File: src/rtl/tt_sweep_pkg.sv
// Shared types and constants for the truth-table sweep sequencer.
// The bit-index helper maps combination k onto its captured-table position.
package tt_sweep_pkg;

    typedef enum logic [2:0] {
        IDLE,
        APPLY,
        SETTLE,
        SAMPLE,
        DONE
    } state_t;

    localparam int NUM_COMBOS = 16;
    localparam int SAMPLE_CNT = 3;

    // Combination 0 lands in the hex MSB of the captured table.
    function automatic logic [3:0] tt_bit_index(input logic [3:0] k);
        return 4'd15 - k;
    endfunction

endpackage

File: src/rtl/tt_sync2.sv
// Two-flop synchroniser for the asynchronous output of the block under test.
module tt_sync2 (
    input  logic clk,
    input  logic rst,
    input  logic d,
    output logic q
);

    logic meta;

    always_ff @(posedge clk) begin
        if (rst) begin
            meta <= 1'b0;
            q    <= 1'b0;
        end else begin
            meta <= d;
            q    <= meta;
        end
    end

endmodule

File: src/rtl/tt_sweep_sequencer.sv
// Sweeps all 16 input combinations of a 4-input logic block, majority-votes
// the settled output of each and compares the captured truth table to EXPECTED.
module tt_sweep_sequencer
    import tt_sweep_pkg::*;
#(
    parameter int          SETTLE_CYCLES = 8,
    parameter logic [15:0] EXPECTED      = 16'hB744
) (
    input  logic        clk,
    input  logic        rst,
    input  logic        start,
    input  logic        dut_out,
    output logic        drv_in1,
    output logic        drv_in2,
    output logic        drv_in3,
    output logic        drv_in4,
    output logic        busy,
    output logic        done,
    output logic [15:0] captured,
    output logic [15:0] mismatch,
    output logic        pass
);

    localparam int CNT_W = (SETTLE_CYCLES > 1) ? $clog2(SETTLE_CYCLES) : 1;

    state_t             state;
    logic [3:0]         k;
    logic [CNT_W-1:0]   settle_cnt;
    logic [1:0]         sample_cnt;
    logic [1:0]         samples;
    logic               dut_sync;
    logic               vote;
    logic [15:0]        captured_next;

    function automatic logic majority3(input logic a, input logic b, input logic c);
        return (a & b) | (a & c) | (b & c);
    endfunction

    tt_sync2 u_sync (
        .clk (clk),
        .rst (rst),
        .d   (dut_out),
        .q   (dut_sync)
    );

    // The third sample is taken straight from the synchroniser, so the vote
    // and the table update are formed combinationally in the final SAMPLE cycle.
    always_comb begin
        vote          = majority3(samples[0], samples[1], dut_sync);
        captured_next = captured;
        captured_next[tt_bit_index(k)] = vote;
    end

    always_ff @(posedge clk) begin
        if (rst) begin
            state      <= IDLE;
            k          <= 4'd0;
            settle_cnt <= '0;
            sample_cnt <= 2'd0;
            samples    <= 2'b00;
            drv_in1    <= 1'b0;
            drv_in2    <= 1'b0;
            drv_in3    <= 1'b0;
            drv_in4    <= 1'b0;
            busy       <= 1'b0;
            done       <= 1'b0;
            captured   <= 16'h0000;
            mismatch   <= 16'h0000;
            pass       <= 1'b0;
        end else begin
            case (state)
                IDLE: begin
                    if (start) begin
                        captured <= 16'h0000;
                        mismatch <= 16'h0000;
                        pass     <= 1'b0;
                        k        <= 4'd0;
                        busy     <= 1'b1;
                        state    <= APPLY;
                    end
                end
                APPLY: begin
                    {drv_in1, drv_in2, drv_in3, drv_in4} <= k;
                    settle_cnt <= CNT_W'(SETTLE_CYCLES - 1);
                    sample_cnt <= 2'd0;
                    state      <= SETTLE;
                end
                SETTLE: begin
                    if (settle_cnt == '0) begin
                        state <= SAMPLE;
                    end else begin
                        settle_cnt <= settle_cnt - 1'b1;
                    end
                end
                SAMPLE: begin
                    samples[sample_cnt[0]] <= dut_sync;
                    if (sample_cnt == 2'(SAMPLE_CNT - 1)) begin
                        captured <= captured_next;
                        if (k == 4'(NUM_COMBOS - 1)) begin
                            mismatch <= captured_next ^ EXPECTED;
                            pass     <= (captured_next == EXPECTED);
                            busy     <= 1'b0;
                            done     <= 1'b1;
                            state    <= DONE;
                        end else begin
                            k     <= k + 4'd1;
                            state <= APPLY;
                        end
                    end else begin
                        sample_cnt <= sample_cnt + 2'd1;
                    end
                end
                DONE: begin
                    done  <= 1'b0;
                    state <= IDLE;
                end
                default: state <= IDLE;
            endcase
        end
    end

endmodule
File: config.mk
export PLATFORM = sky130hd
export DESIGN_NAME = tt_sweep_sequencer
export DESIGN_NICKNAME = d
export VERILOG_FILES = /design/src/rtl/tt_sweep_pkg.sv /design/src/rtl/tt_sync2.sv /design/src/rtl/tt_sweep_sequencer.sv
export SDC_FILE = /design/constraint.sdc
export NUM_CORES = 1
export LEC_CHECK = 0
export CAP_MARGIN = 20
export CORE_ASPECT_RATIO = 0.7
export CORE_MARGIN = 2
export CORE_UTILIZATION = 60
export DETAILED_ROUTE_END_ITERATION = 6
export DONT_BUFFER_PORTS = 1
export PLACE_DENSITY = 0.76
export SLEW_MARGIN = 20
export SYNTH_ARGS = -nofsm -noshare
export SYNTH_HDL_FRONTEND = slang
export SYNTH_SLANG_ARGS = --single-unit
File: constraint.sdc
create_clock -name clk -period 2.5 [get_ports clk]
set_input_delay 0.5 -clock clk [delete_from_list [all_inputs] [get_ports clk]]
set_output_delay 0.5 -clock clk [all_outputs]
set_load 0.02 [all_outputs]
---- After elaboration in Yosys (flattened, before gate mapping) ----
Cells that the tools add are included.
word-level totals
  memories kept ........................... 0
  output and inout bits ................... 39
  logic and storage cells ................. 95
  ROM bits ................................ 0
  register bits ........................... 55
  RAM bits ................................ 0
  latch bits .............................. 0
operators by class
  mux-type cells .......................... 36
  div/mod/pow operators ................... 0
  shift-type cells ........................ 0
  reductions and logical operators ........ 15
  eq/ne operators ......................... 14
  $mul .................................... 0
  $lt $le $gt $ge ......................... 4
  $add $sub $neg .......................... 4
  bitwise operators ....................... 6
operator list
  operator                                              number
  2-to-1 mux 16 bit                                     4
  case mux 16 bit (2 select lines)                      2
  bitwise mux 16 bit                                    1
  == test 16 bit (second input constant)                1
  2-to-1 mux 3 bit                                      5
  != test 2 bit (second input constant)                 7
  2-to-1 mux 4 bit                                      3
  case mux 3 bit (4 select lines)                       1
  2-to-1 mux 1 bit                                      10
  AND reduction 3 bit                                   3
  inverter 8 bit                                        1
  case mux 4 bit (2 select lines)                       1
  AND reduction 4 bit                                   2
  nonzero test 2 bit                                    4
  == test 3 x 2 -> 1 bit (second input constant)        2
  logical NOT 3 bit                                     2
  case mux 1 bit (2 select lines)                       3
  case mux 3 bit (2 select lines)                       1
  < comparator 4 x 5 -> 1 bit (second input constant)   1
  adder 4 x 1 -> 4 bit (second input constant)          1
  demux 1 bit (select 4 bit)                            1
  == test 4 bit (second input constant)                 1
  >= comparator 4 x 1 -> 1 bit (second input constant)  1
  case mux 2 bit (2 select lines)                       1
  15 further kinds                                      20

---- Longest topological paths before layout ----
Gate-level depths: netlist of the first run.
  depth after elaboration ................. 10
  mapped depth ............................ 9
  depth with buffers taken out ............ 7

---- Cells and area by module ----
From an unflattened synthesis of the first run, not the netlist that was laid out.
second synthesis, totals
  cells, all modules ...................... 327
  area, all modules ....................... 2748.9 sq um
modules (own cells, without submodules)
  module              area each (sq um)  instances  cells an instance
  tt_sweep_sequencer  2696.3             1          323
  tt_sync2            52.6               1          4

---- Worst setup path after synthesis of the first run ----
Ideal clock, no wire load.
  path kind ............................... reg-to-reg
  start point ............................. register sample_cnt[0]
  end point ............................... register captured[12]
  setup slack ............................. 0.719 ns
  setup time .............................. 0.066 ns
  data required time ...................... 2.434 ns
  path buffers ............................ 2
  stages on the path, launching flop included .. 10
  data arrival time ....................... 1.715 ns
  cell sequence ........................... dfxtp_1 > inv_1 > ha_1 > clkbuf_2 > and4b_2 > nor2_1 > buf_2 > nand2_1 > o21ai_0 > nor2b_1
on the way
  longest elaborated chain between the ends .. 3
ends and longest elaborated chain
  what                           line                       RTL
  start, declared                tt_sweep_sequencer.sv:29   logic [1:0] sample_cnt;
  start signal, assigned         tt_sweep_sequencer.sv:110  sample_cnt <= sample_cnt + 2'd1;
  == test 2 bit                  tt_sweep_sequencer.sv:97   if (sample_cnt == 2'(SAMPLE_CNT - 1)) begin
  != test 2 bit (no line)        --
  AND reduction 3 bit (no line)  --
  end signal, assigned           tt_sweep_sequencer.sv:98   captured <= captured_next;
  end, declared                  tt_sweep_sequencer.sv:19   output logic [15:0] captured,
Every way passes these cells.
A chain may end at the register's enable or synchronous reset.

---- Final worst setup path of the first run ----
  start point ............................. register sample_cnt[0]
  end point ............................... register pass
on the way
  longest elaborated chain between the ends .. 3
ends and longest elaborated chain
  what                           line                       RTL
  == test 2 bit                  tt_sweep_sequencer.sv:97
  != test 2 bit (no line)        --
  AND reduction 4 bit (no line)  --
  end signal, assigned           tt_sweep_sequencer.sv:101  pass <= (captured_next == EXPECTED);
  end, declared                  tt_sweep_sequencer.sv:21   output logic pass
Every way passes these cells.

==> flow_summary.json, run 1 <==
{
  "layout_min_cycle_time_ns": 2.16,
  "post-route-period-util_pct": 86.3,
  "grt_pass1_vias": 1956,
  "synth.distinct_cells": 55,
  "tightest_slew_ns": 0.569,
  "clock-root-buffer": "clkbuf_8",
  "critPathCaptureType": "flop",
  "drcViolationCount": 0,
  "postCtsSetupBuffers": 0,
  "hold_path_class": "in -> reg",
  "arrival_ns": 2.41,
  "dieWidth_um": 83.8,
  "dp_hpwl_mm": 4.20,
  "crit_fanout": 13,
  "max_cap_viol_count": 0,
  "area_growth_pct": 1.22,
  "setup_viol": 0,
  "ios": 43,
  "finalWirelength_mm": 6.12,
  "vias_per_cell": 6.18,
  "n_fill_cell": 378,
  "synth_edf_count": 0,
  "yosys.area.top_type_share_pct": 41.1,
  "nets": 308,
  "combPwrFrac_pct": 9.5,
  "netSwitchingFraction_pct": 24.8,
  "wl_per_cell_um": 17.4,
  "synth_area_mm2": 0.00268,
  "async_flop_share_pct": 0,
  "outcome": "completed",
  "cp.required_ns": 2.75,
  "synth.avg_cell_area_um2": 8.69,
  "clk_pin_slew_ns": 0.09,
  "clk-insertion-delay-late_ns": 0.31,
  "reg2reg_slack_ns": 0.34,
  "ys_ff_latch": 55,
  "drive_gt1_share_pct": 9.46,
  "overflow": 0,
  "initial_utilization_pct": 62.2,
  "cts_resized": 0,
  "antenna_found_initial": 0,
  "clock_skew_ns": 0.00750,
  "path_class": "reg -> reg",
  "ys.flop_type": "dfxtp_1",
  "internal_power_mw": 1.14,
  "port_buffers": 0,
  "dp.cells": 345,
  "synthTopCellsByArea": "dfxtp_1, a21oi_1, nand2_1, nor2_1, a22oi_1",
  "fmax_mhz": 463,
  "yosysWarnings": 0,
  "cts_tree": "yes",
  "grt_pass1_wl_mm": 10.0,
  "syn_inst": 308,
  "drtIter0Drc": 140,
  "drtAntennaViolNets": 0,
  "timing.final.hold_violations": 0,
  "die_h_um": 59.9,
  "rows": 20,
  "track_usage_pct": 25.4,
  "power_density_mw_per_mm2": 558,
  "coreArea_mm2": 0.00430,
  "total_leakage_power_nw": 0.976,
  "yosysTopAreaCell": "dfxtp_1",
  "clock_sinks": 55,
  "dr.pass1.iters": 5,
  "grt_max_degree": 57,
  "vias": 2169,
  "rsz0062_at_grt": "false",
  "slew_headroom_pct": 62.0,
  "final_cells": 351,
  "clkPwrFrac_pct": 30.2,
  "numCtsBuffers": 5,
  "seqPwrFrac_pct": 60.3,
  "htreeDepth": 2,
  "critPathLaunchType": "flop",
  "place.gp.congestion": 0.827,
  "seq_area_frac_synth_pct": 41.1,
  "cts_hold_buf": 0,
  "fp.dieArea_mm2": 0.00502,
  "clk_path_buf_depth": 2,
  "setup_tns_ns": 0,
  "synthesis.nets": 319,
  "drv_slew": 0,
  "switching_power_mw": 0.375,
  "num_antenna_cells": 0,
  "vdd_drop_max_v": 0.000320
}
==> state kept, by name, summed over array words and instances, names as in the netlist <==
| register | count |
|---|---|
| drv_in2 | 1 |
| mismatch | 16 |
| u_sync.q | 1 |
| drv_in4 | 1 |
| drv_in1 | 1 |
| u_sync.meta | 1 |
| samples | 2 |
| pass | 1 |
| captured | 16 |
| k | 4 |
| drv_in3 | 1 |
| sample_cnt | 2 |
| settle_cnt | 3 |
| state | 3 |
| done | 1 |
| busy | 1 |
==> layer usage <==
metal	wire, µm	share of wire (%)	up-vias	GRT usage [%]
li1	-	-	1069	-
met1	2920	48	1011	36.4
met2	2520	41	80	35.8
met3	615	10	9	9.53
met4	75	1.2	0	7.37
met5	0	0	-	0
==> worst paths after layout <==
path | start | endpoint | cells after the start
worst max-delay path | sample_cnt[0]$_SDFFE_PP0P_ | pass$_SDFFE_PP0P_ | 7
worst min-delay path | rst | mismatch[12]$_SDFFE_PP0P_ | 1
worst max register to register | sample_cnt[0]$_SDFFE_PP0P_ | pass$_SDFFE_PP0P_ | 7
worst min register to register | u_sync.meta$_SDFF_PP0_ | u_sync.q$_SDFF_PP0_ | 1
==> critical path: stages (launching register included) <==
cell and delay, ns:
dfxtp_1 0.35, inv_1 0.09, ha_1 0.30, and4b_2 0.44, nand2_1 0.34, nor3_1 0.31
nand4_1 0.12, o21ai_0 0.15
==> synthesized netlist by cell type, types with 2 or more instances <==
cell type,instances
ha_1,7
nand3_1,14
a22oi_1,13
a31oi_1,2
nor2b_1,11
nand2_1,34
a21oi_1,27
xor2_1,3
nor2_1,34
clkbuf_1,9
a32oi_1,4
nand3b_1,2
or3_1,2
nand4_1,5
buf_2,6
clkbuf_8,2
nor3b_1,3
nor4b_1,2
mux2i_1,7
a311oi_1,2
and3_1,2
buf_6,3
dfxtp_1,55
nor2_2,2
buf_4,2
a21o_1,3
inv_1,5
o21ai_0,8
o211ai_1,3
a21boi_0,2
mux2_2,6
nor3_1,5
==> logic make-up (layout without fill, tap and decap cells) <==
| group | after synthesis | count (layout) | synth area share (%) |
|---|---|---|---|
| buffers and inverters | 29 | 17 | 6.45 |
| adder cells (fa/ha/maj) | 8 | 8 | 3.65 |
| flip-flops | 55 | 55 | 41.1 |
| XOR/XNOR | 4 | 4 | 1.31 |
| multiplexers | 13 | 13 | 5.14 |
| AND/OR/NAND/NOR | 126 | 126 | 24.4 |
| AO/OA/AOI/OAI | 73 | 73 | 18.0 |
==> through the flow <==
step / utilization [%] / cell area, µm² / setup slack, ns / power [mW] / hold slack [ns]
3_5_place_dp: 61.3 / 2640 / 0.375 / 1.07 / 0.431
5_1_grt: 62.9 / 2710 / 0.0627 / 1.57 / 0.235
2_1_floorplan: - / 2680 / 0.719 / 1.06 / 0.414
4_1_cts: 62.9 / 2710 / 0.353 / 1.52 / 0.244
3_3_place_gp: 61.3 / 2640 / 0.410 / 1.07 / 0.418
6_report: 62.9 / 2710 / 0.342 / 1.51 / 0.249
==> layout make-up <==
| cell class | count | area [µm²] | share of cell area [%] |
|---|---|---|---|
| Clock buffer | 6 | 72.6 | 2.68 |
| Timing Repair Buffer | 6 | 45.0 | 1.66 |
| Sequential cell | 55 | 1100 | 40.6 |
| Multi-Input combinational cell | 224 | 1400 | 51.8 |
| Inverter | 5 | 18.8 | 0.693 |
| Tap cell | 55 | 68.8 | 2.54 |
==> cell usage in the layout, fill, tap and decap left out, types with 7 or more instances in the layout <==
cell type and instances:
dfxtp_1 55, nor2_1 34, nand2_1 34, a21oi_1 27, nand3_1 14, a22oi_1 13, nor2b_1 11, o21ai_0 8
mux2i_1 7, ha_1 7
==> power groups by stage <==
stage / clock network, mW / registers (mW) / logic [mW]
finish: 0.456 / 0.911 / 0.143
global route: 0.498 / 0.915 / 0.162
CTS: 0.464 / 0.911 / 0.143
detailed placement: 0 / 0.931 / 0.143
global placement: 0 / 0.930 / 0.139
floorplan: 0 / 0.923 / 0.136
No activity file was read; power rests on OpenSTA's default activity.
==> inputs of run 2 (changes only) <==
--- a/config.mk
+++ b/config.mk
@@ -5,13 +5,14 @@
 export SDC_FILE = /design/constraint.sdc
 export NUM_CORES = 1
 export LEC_CHECK = 0
+export BUFFER_PORTS_ARGS = -buffer_cell sky130_fd_sc_hd__clkbuf_2
 export CAP_MARGIN = 20
 export CORE_ASPECT_RATIO = 0.7
 export CORE_MARGIN = 2
-export CORE_UTILIZATION = 60
+export CORE_UTILIZATION = 56
+export CTS_CLUSTER_DIAMETER = 200
 export DETAILED_ROUTE_END_ITERATION = 6
-export DONT_BUFFER_PORTS = 1
-export PLACE_DENSITY = 0.76
+export PLACE_DENSITY = 0.79
 export SLEW_MARGIN = 20
 export SYNTH_ARGS = -nofsm -noshare
 export SYNTH_HDL_FRONTEND = slang
==> run 2 against run 1 <==
Net effect:
- non-clock buffer count is 43 higher
- register-to-register slack got worse by 0.02 ns
- combinational power increased by 14%
- power up 2.2%
- critical path type unchanged
==> flow_summary.json, run 2 (same netlist as run 1, synthesis figures left out) <==
{
  "critPathLaunchType": "flop",
  "antenna_found_initial": 0,
  "area_growth_pct": 10.2,
  "dp_hpwl_mm": 4.45,
  "crit_family": "simple AND/OR/NAND/NOR gates",
  "cts_resized": 0,
  "clock_skew_ns": 0.00792,
  "coreArea_mm2": 0.00468,
  "post-place-ws_ns": 0.414,
  "r2r_end": "captured[4]$_SDFFE_PP0P_",
  "htreeDepth": 2,
  "rsz0062_at_grt": "false",
  "use_met3_pct": 4.23,
  "drtAntennaViolNets": 0,
  "cts_tree": "yes",
  "hold_start": "dut_out",
  "grt_pass1_vias": 2061,
  "grt_max_degree": 30,
  "overflow": 0,
  "tightest_slew_ns": 0.604,
  "min_to": "u_sync.meta$_SDFF_PP0_",
  "crit_buf_inv": 2,
  "place.gp.congestion": 0.871,
  "nets": 351,
  "slew_headroom_pct": 59.7,
  "drcViolationCount": 0,
  "crit_fanout": 13,
  "layout_min_cycle_time_ns": 2.17,
  "path_class": "reg -> reg",
  "port_buffers": 42,
  "hold_path_class": "in -> reg",
  "die_h_um": 61.8,
  "initial_utilization_pct": 57.2,
  "critPathCaptureType": "flop",
  "crit_top_cell": "nor2_1",
  "crit_slowest_cell": "nor2_1",
  "postCtsSetupBuffers": 0,
  "dr.pass1.iters": 5,
  "wl_per_cell_um": 15.7,
  "max_cap_viol_count": 0,
  "min_path_cells": 2,
  "fp.dieArea_mm2": 0.00536,
  "reg2reg_slack_ns": 0.33,
  "power_density_mw_per_mm2": 523,
  "reg2regPathDepth": 7,
  "layout_commonest_cell": "dfxtp_1",
  "total_leakage_power_nw": 1.18,
  "numCtsBuffers": 5,
  "rows": 21,
  "dieWidth_um": 86.6,
  "vdd_drop_max_v": 0.000297,
  "num_antenna_cells": 0,
  "grt.met1_usage_pct": 33.9,
  "top_regs": "captured: 16 flops, mismatch: 16 flops, k: 4 flops",
  "path_cells": "inv_1 > ha_1 > and4b_2 > nor2_1 > buf_4 > a22oi_1 > nor2_1",
  "clk_pin_slew_ns": 0.09,
  "grt_pass1_wl_mm": 9.82,
  "drtIter0Drc": 210,
  "met2_usage_pct": 36.5,
  "clock-root-buffer": "clkbuf_8",
  "post-route-period-util_pct": 86.9,
  "fin_ws_ns": 0.327,
  "final_area_mm2": 0.00295,
  "clk-insertion-delay-late_ns": 0.30,
  "fmax_mhz": 460,
  "vias_per_cell": 5.99,
  "outcome": "completed",
  "grt-busiest-layer": "met2",
  "arrival_ns": 2.42,
  "track_usage_pct": 23.7,
  "drv_slew": 0,
  "cp.required_ns": 2.75,
  "layout_common_cells": "dfxtp_1, clkbuf_2, nor2_1, nand2_1, a21oi_1",
  "p_total_mw": 1.54,
  "critPathMaxStageDelay_ns": 0.48,
  "cts_hold_buf": 0,
  "clk_path_buf_depth": 2,
  "timing.final.hold_violations": 0,
  "drive_gt1_share_pct": 21.1,
  "ios": 43,
  "setup_viol": 0,
  "setup_tns_ns": 0,
  "clock_sinks": 55,
  "finalWirelength_mm": 6.26,
  "reg2reg_from": "sample_cnt[0]$_SDFFE_PP0P_",
  "placed_area_mm2": 0.00287,
  "vias": 2383
}
## run 2: cell count changes in the layout (fill, tap and decap cells not counted), sizes merged
cell    change
buf         +1
clkbuf     +43
clkinv      +1
## run 2: worst reg2reg max path, stage by stage, from the launching register on
cell and delay, ns:
dfxtp_1 0.41, inv_1 0.09, ha_1 0.30, and4b_2 0.39
nor2_1 0.48, buf_4 0.26, a22oi_1 0.10, nor2_1 0.10
## run 2: report_power, final
group	internal [mW]	switching, mW	total, mW
combinational	0.0590	0.104	0.163
sequential	0.893	0.0170	0.910
clock	0.197	0.275	0.472
total	1.15	0.395	1.54
## run 2: per-layer routing
layer	routed length, µm	up-vias
li1	-	1151
met1	2980	1128
met2	2830	96
met3	393	8
met4	61	0
met5	0	-
## run 2: area by class of cell
class / count / area (µm²)
Fill cell: 401 / 1730
Multi-Input combinational cell: 224 / 1400
Sequential cell: 55 / 1100
Timing Repair Buffer: 49 / 275
Clock buffer: 7 / 76.3
Tap cell: 57 / 71.3
Inverter: 5 / 18.8
Clock inverter: 1 / 5.00
## run 2: worst max path at each step
stage | startpoint | to | slack, ns | depth (start not counted)
global placement | k[0]$_SDFFE_PP0P_ | pass$_SDFFE_PP0P_ | 0.50 | 6
finish | sample_cnt[0]$_SDFFE_PP0P_ | captured[4]$_SDFFE_PP0P_ | 0.33 | 7
CTS | sample_cnt[0]$_SDFFE_PP0P_ | captured[4]$_SDFFE_PP0P_ | 0.37 | 7
detailed placement | sample_cnt[0]$_SDFFE_PP0P_ | captured[4]$_SDFFE_PP0P_ | 0.41 | 7
global route | sample_cnt[0]$_SDFFE_PP0P_ | mismatch[10]$_SDFFE_PP0P_ | 0.16 | 7
floorplan | sample_cnt[0]$_SDFFE_PP0P_ | captured[12]$_SDFFE_PP0P_ | 0.72 | 9
## run 2: metrics by stage
step	std cells	utilization (%)	hold WS, ns
after floorplan	308	-	0.414
after global placement	390	61.3	0.420
after detailed placement	390	61.3	0.434
after CTS	398	63.1	0.406
after global routing	398	63.1	0.445
final	398	63.1	0.412
==> inputs of run 3 (changes only) <==
--- a/config.mk
+++ b/config.mk
@@ -6,13 +6,14 @@
 export NUM_CORES = 1
 export LEC_CHECK = 0
 export BUFFER_PORTS_ARGS = -buffer_cell sky130_fd_sc_hd__clkbuf_2
-export CAP_MARGIN = 20
+export CAP_MARGIN = 25
 export CORE_ASPECT_RATIO = 0.7
 export CORE_MARGIN = 2
 export CORE_UTILIZATION = 56
 export CTS_CLUSTER_DIAMETER = 200
 export DETAILED_ROUTE_END_ITERATION = 6
 export PLACE_DENSITY = 0.79
+export RECOVER_POWER = 100
 export SLEW_MARGIN = 20
 export SYNTH_ARGS = -nofsm -noshare
 export SYNTH_HDL_FRONTEND = slang
==> run 3 against run 2 <==
Net effect:
- clock power about the same
- register-to-register slack got worse by 0.06 ns
- power decreased by 0.16%
- global-route usage unchanged
- non-clock buffer count unchanged
==> flow_summary.json, run 3 (same netlist as run 1, synthesis figures left out) <==
{
  "path_class": "reg -> reg",
  "dr.pass1.iters": 5,
  "cts_resized": 0,
  "r2r_end": "mismatch[5]$_SDFFE_PP0P_",
  "setup_viol": 0,
  "total_leakage_power_nw": 1.04,
  "rows": 21,
  "port_buffers": 42,
  "switching_power_mw": 0.396,
  "drcViolationCount": 0,
  "drive_gt1_share_pct": 7.62,
  "hold_start": "dut_out",
  "layout_commonest_cell": "dfxtp_1",
  "max_cap_viol_count": 0,
  "min_path_cells": 2,
  "clock_skew_ns": 0.00966,
  "vdd_drop_max_v": 0.000292,
  "layout_min_cycle_time_ns": 2.23,
  "reg2reg_from": "k[0]$_SDFFE_PP0P_",
  "fp.dieArea_mm2": 0.00536,
  "crit_fanout": 10,
  "overflow": 0,
  "netSwitchingFraction_pct": 25.7,
  "fmax_mhz": 448,
  "clock_sinks": 55,
  "track_usage_pct": 23.7,
  "grt_max_degree": 30,
  "wl_per_cell_um": 15.8,
  "seqPwrFrac_pct": 59.0,
  "reg2regPathDepth": 6,
  "timing.final.hold_violations": 0,
  "drv_slew": 0,
  "clk_pin_slew_ns": 0.10,
  "clkPwrFrac_pct": 30.8,
  "internal_power_mw": 1.15,
  "clk_path_buf_depth": 2,
  "postCtsSetupBuffers": 0,
  "critPathCaptureType": "flop",
  "drtIter0Drc": 173,
  "slew_headroom_pct": 12.5,
  "top_regs": "captured: 16 flops, mismatch: 16 flops, k: 4 flops",
  "die_h_um": 61.8,
  "grt_pass1_wl_mm": 9.82,
  "setup_tns_ns": 0,
  "tightest_slew_ns": 1.31,
  "place.gp.congestion": 0.871,
  "finalWirelength_mm": 6.28,
  "clock-root-buffer": "clkbuf_8",
  "cp.required_ns": 2.70,
  "fin_ws_ns": 0.269,
  "vias_per_cell": 6.06,
  "dp.cells": 390,
  "post-route-period-util_pct": 89.3,
  "drtAntennaViolNets": 0,
  "layout_common_cells": "dfxtp_1, clkbuf_1, nor2_1, nand2_1, a21oi_1",
  "ios": 43,
  "critPathLaunchType": "flop",
  "rsz0062_at_grt": "false",
  "numCtsBuffers": 5,
  "vias": 2411,
  "combPwrFrac_pct": 10.2,
  "clk-insertion-delay-late_ns": 0.31,
  "num_antenna_cells": 0,
  "htreeDepth": 2,
  "nets": 351,
  "initial_utilization_pct": 57.2,
  "dieWidth_um": 86.6,
  "outcome": "completed",
  "hold_path_class": "in -> reg",
  "min_to": "u_sync.meta$_SDFF_PP0_",
  "antenna_found_initial": 0,
  "area_growth_pct": 7.43,
  "power_density_mw_per_mm2": 536,
  "arrival_ns": 2.43,
  "grt_pass1_vias": 2061,
  "dp_hpwl_mm": 4.45,
  "post-place-ws_ns": 0.414,
  "final_cells": 398,
  "cts_tree": "yes",
  "coreArea_mm2": 0.00468,
  "n_fill_cell": 433,
  "cts_hold_buf": 0,
  "reg2reg_slack_ns": 0.27
}
run 3: power groups by stage:
| stage | sequential (mW) | clock, mW | combinational, mW |
|---|---|---|---|
| after floorplan | 0.923 | 0 | 0.136 |
| after global placement | 0.929 | 0 | 0.156 |
| final | 0.910 | 0.474 | 0.158 |
| after global routing | 0.912 | 0.510 | 0.176 |
| after CTS | 0.910 | 0.483 | 0.163 |
| after detailed placement | 0.930 | 0 | 0.161 |
run 3: worst max-delay path: stages, from the launching register on:
cell and delay, ns:
dfxtp_1 0.47, ha_1 0.36, nand3_1 0.14, nor2_1 0.48, nor2_1 0.33, a22oi_1 0.27
nor2_1 0.07
run 3: stage by stage:
stage	util (%)	cell area, µm²	hold WS, ns	total power, mW
after floorplan	-	2680	0.414	1.06
after global placement	61.3	2870	0.420	1.08
after detailed placement	61.3	2870	0.434	1.09
after CTS	63.1	2950	0.406	1.56
after global routing	61.5	2880	0.445	1.60
final	61.5	2880	0.404	1.54
run 3: area by class of cell:
| class | count | area, µm² | area share [%] |
|---|---|---|---|
| multi-input combinational | 224 | 1380 | 48.1 |
| sequential | 55 | 1100 | 38.3 |
| timing repair buffer | 49 | 219 | 7.62 |
| clock buffer | 7 | 76.3 | 2.65 |
| tap | 57 | 71.3 | 2.48 |
| inverter | 5 | 18.8 | 0.653 |
| clock inverter | 1 | 5.00 | 0.174 |
run 3: worst max path at each step:
stage                                from                         to  slack (ns)  cells after the start
5_1_grt                 k[0]$_SDFFE_PP0P_          done$_SDFFE_PP0P_        0.11                      6
4_1_cts        sample_cnt[0]$_SDFFE_PP0P_   captured[4]$_SDFFE_PP0P_        0.37                      7
2_1_floorplan  sample_cnt[0]$_SDFFE_PP0P_  captured[12]$_SDFFE_PP0P_        0.72                      9
3_3_place_gp            k[0]$_SDFFE_PP0P_          pass$_SDFFE_PP0P_        0.50                      6
6_report                k[0]$_SDFFE_PP0P_   mismatch[5]$_SDFFE_PP0P_        0.27                      6
3_5_place_dp   sample_cnt[0]$_SDFFE_PP0P_   captured[4]$_SDFFE_PP0P_        0.41                      7
run 3: metal layers:
layer,global-route usage [%],share of wire (%),routed length [µm]
met1,33.9,49,3050
met4,8.04,1.4,89
met3,4.23,6.0,379
met5,0,0,0
met2,36.5,44,2760
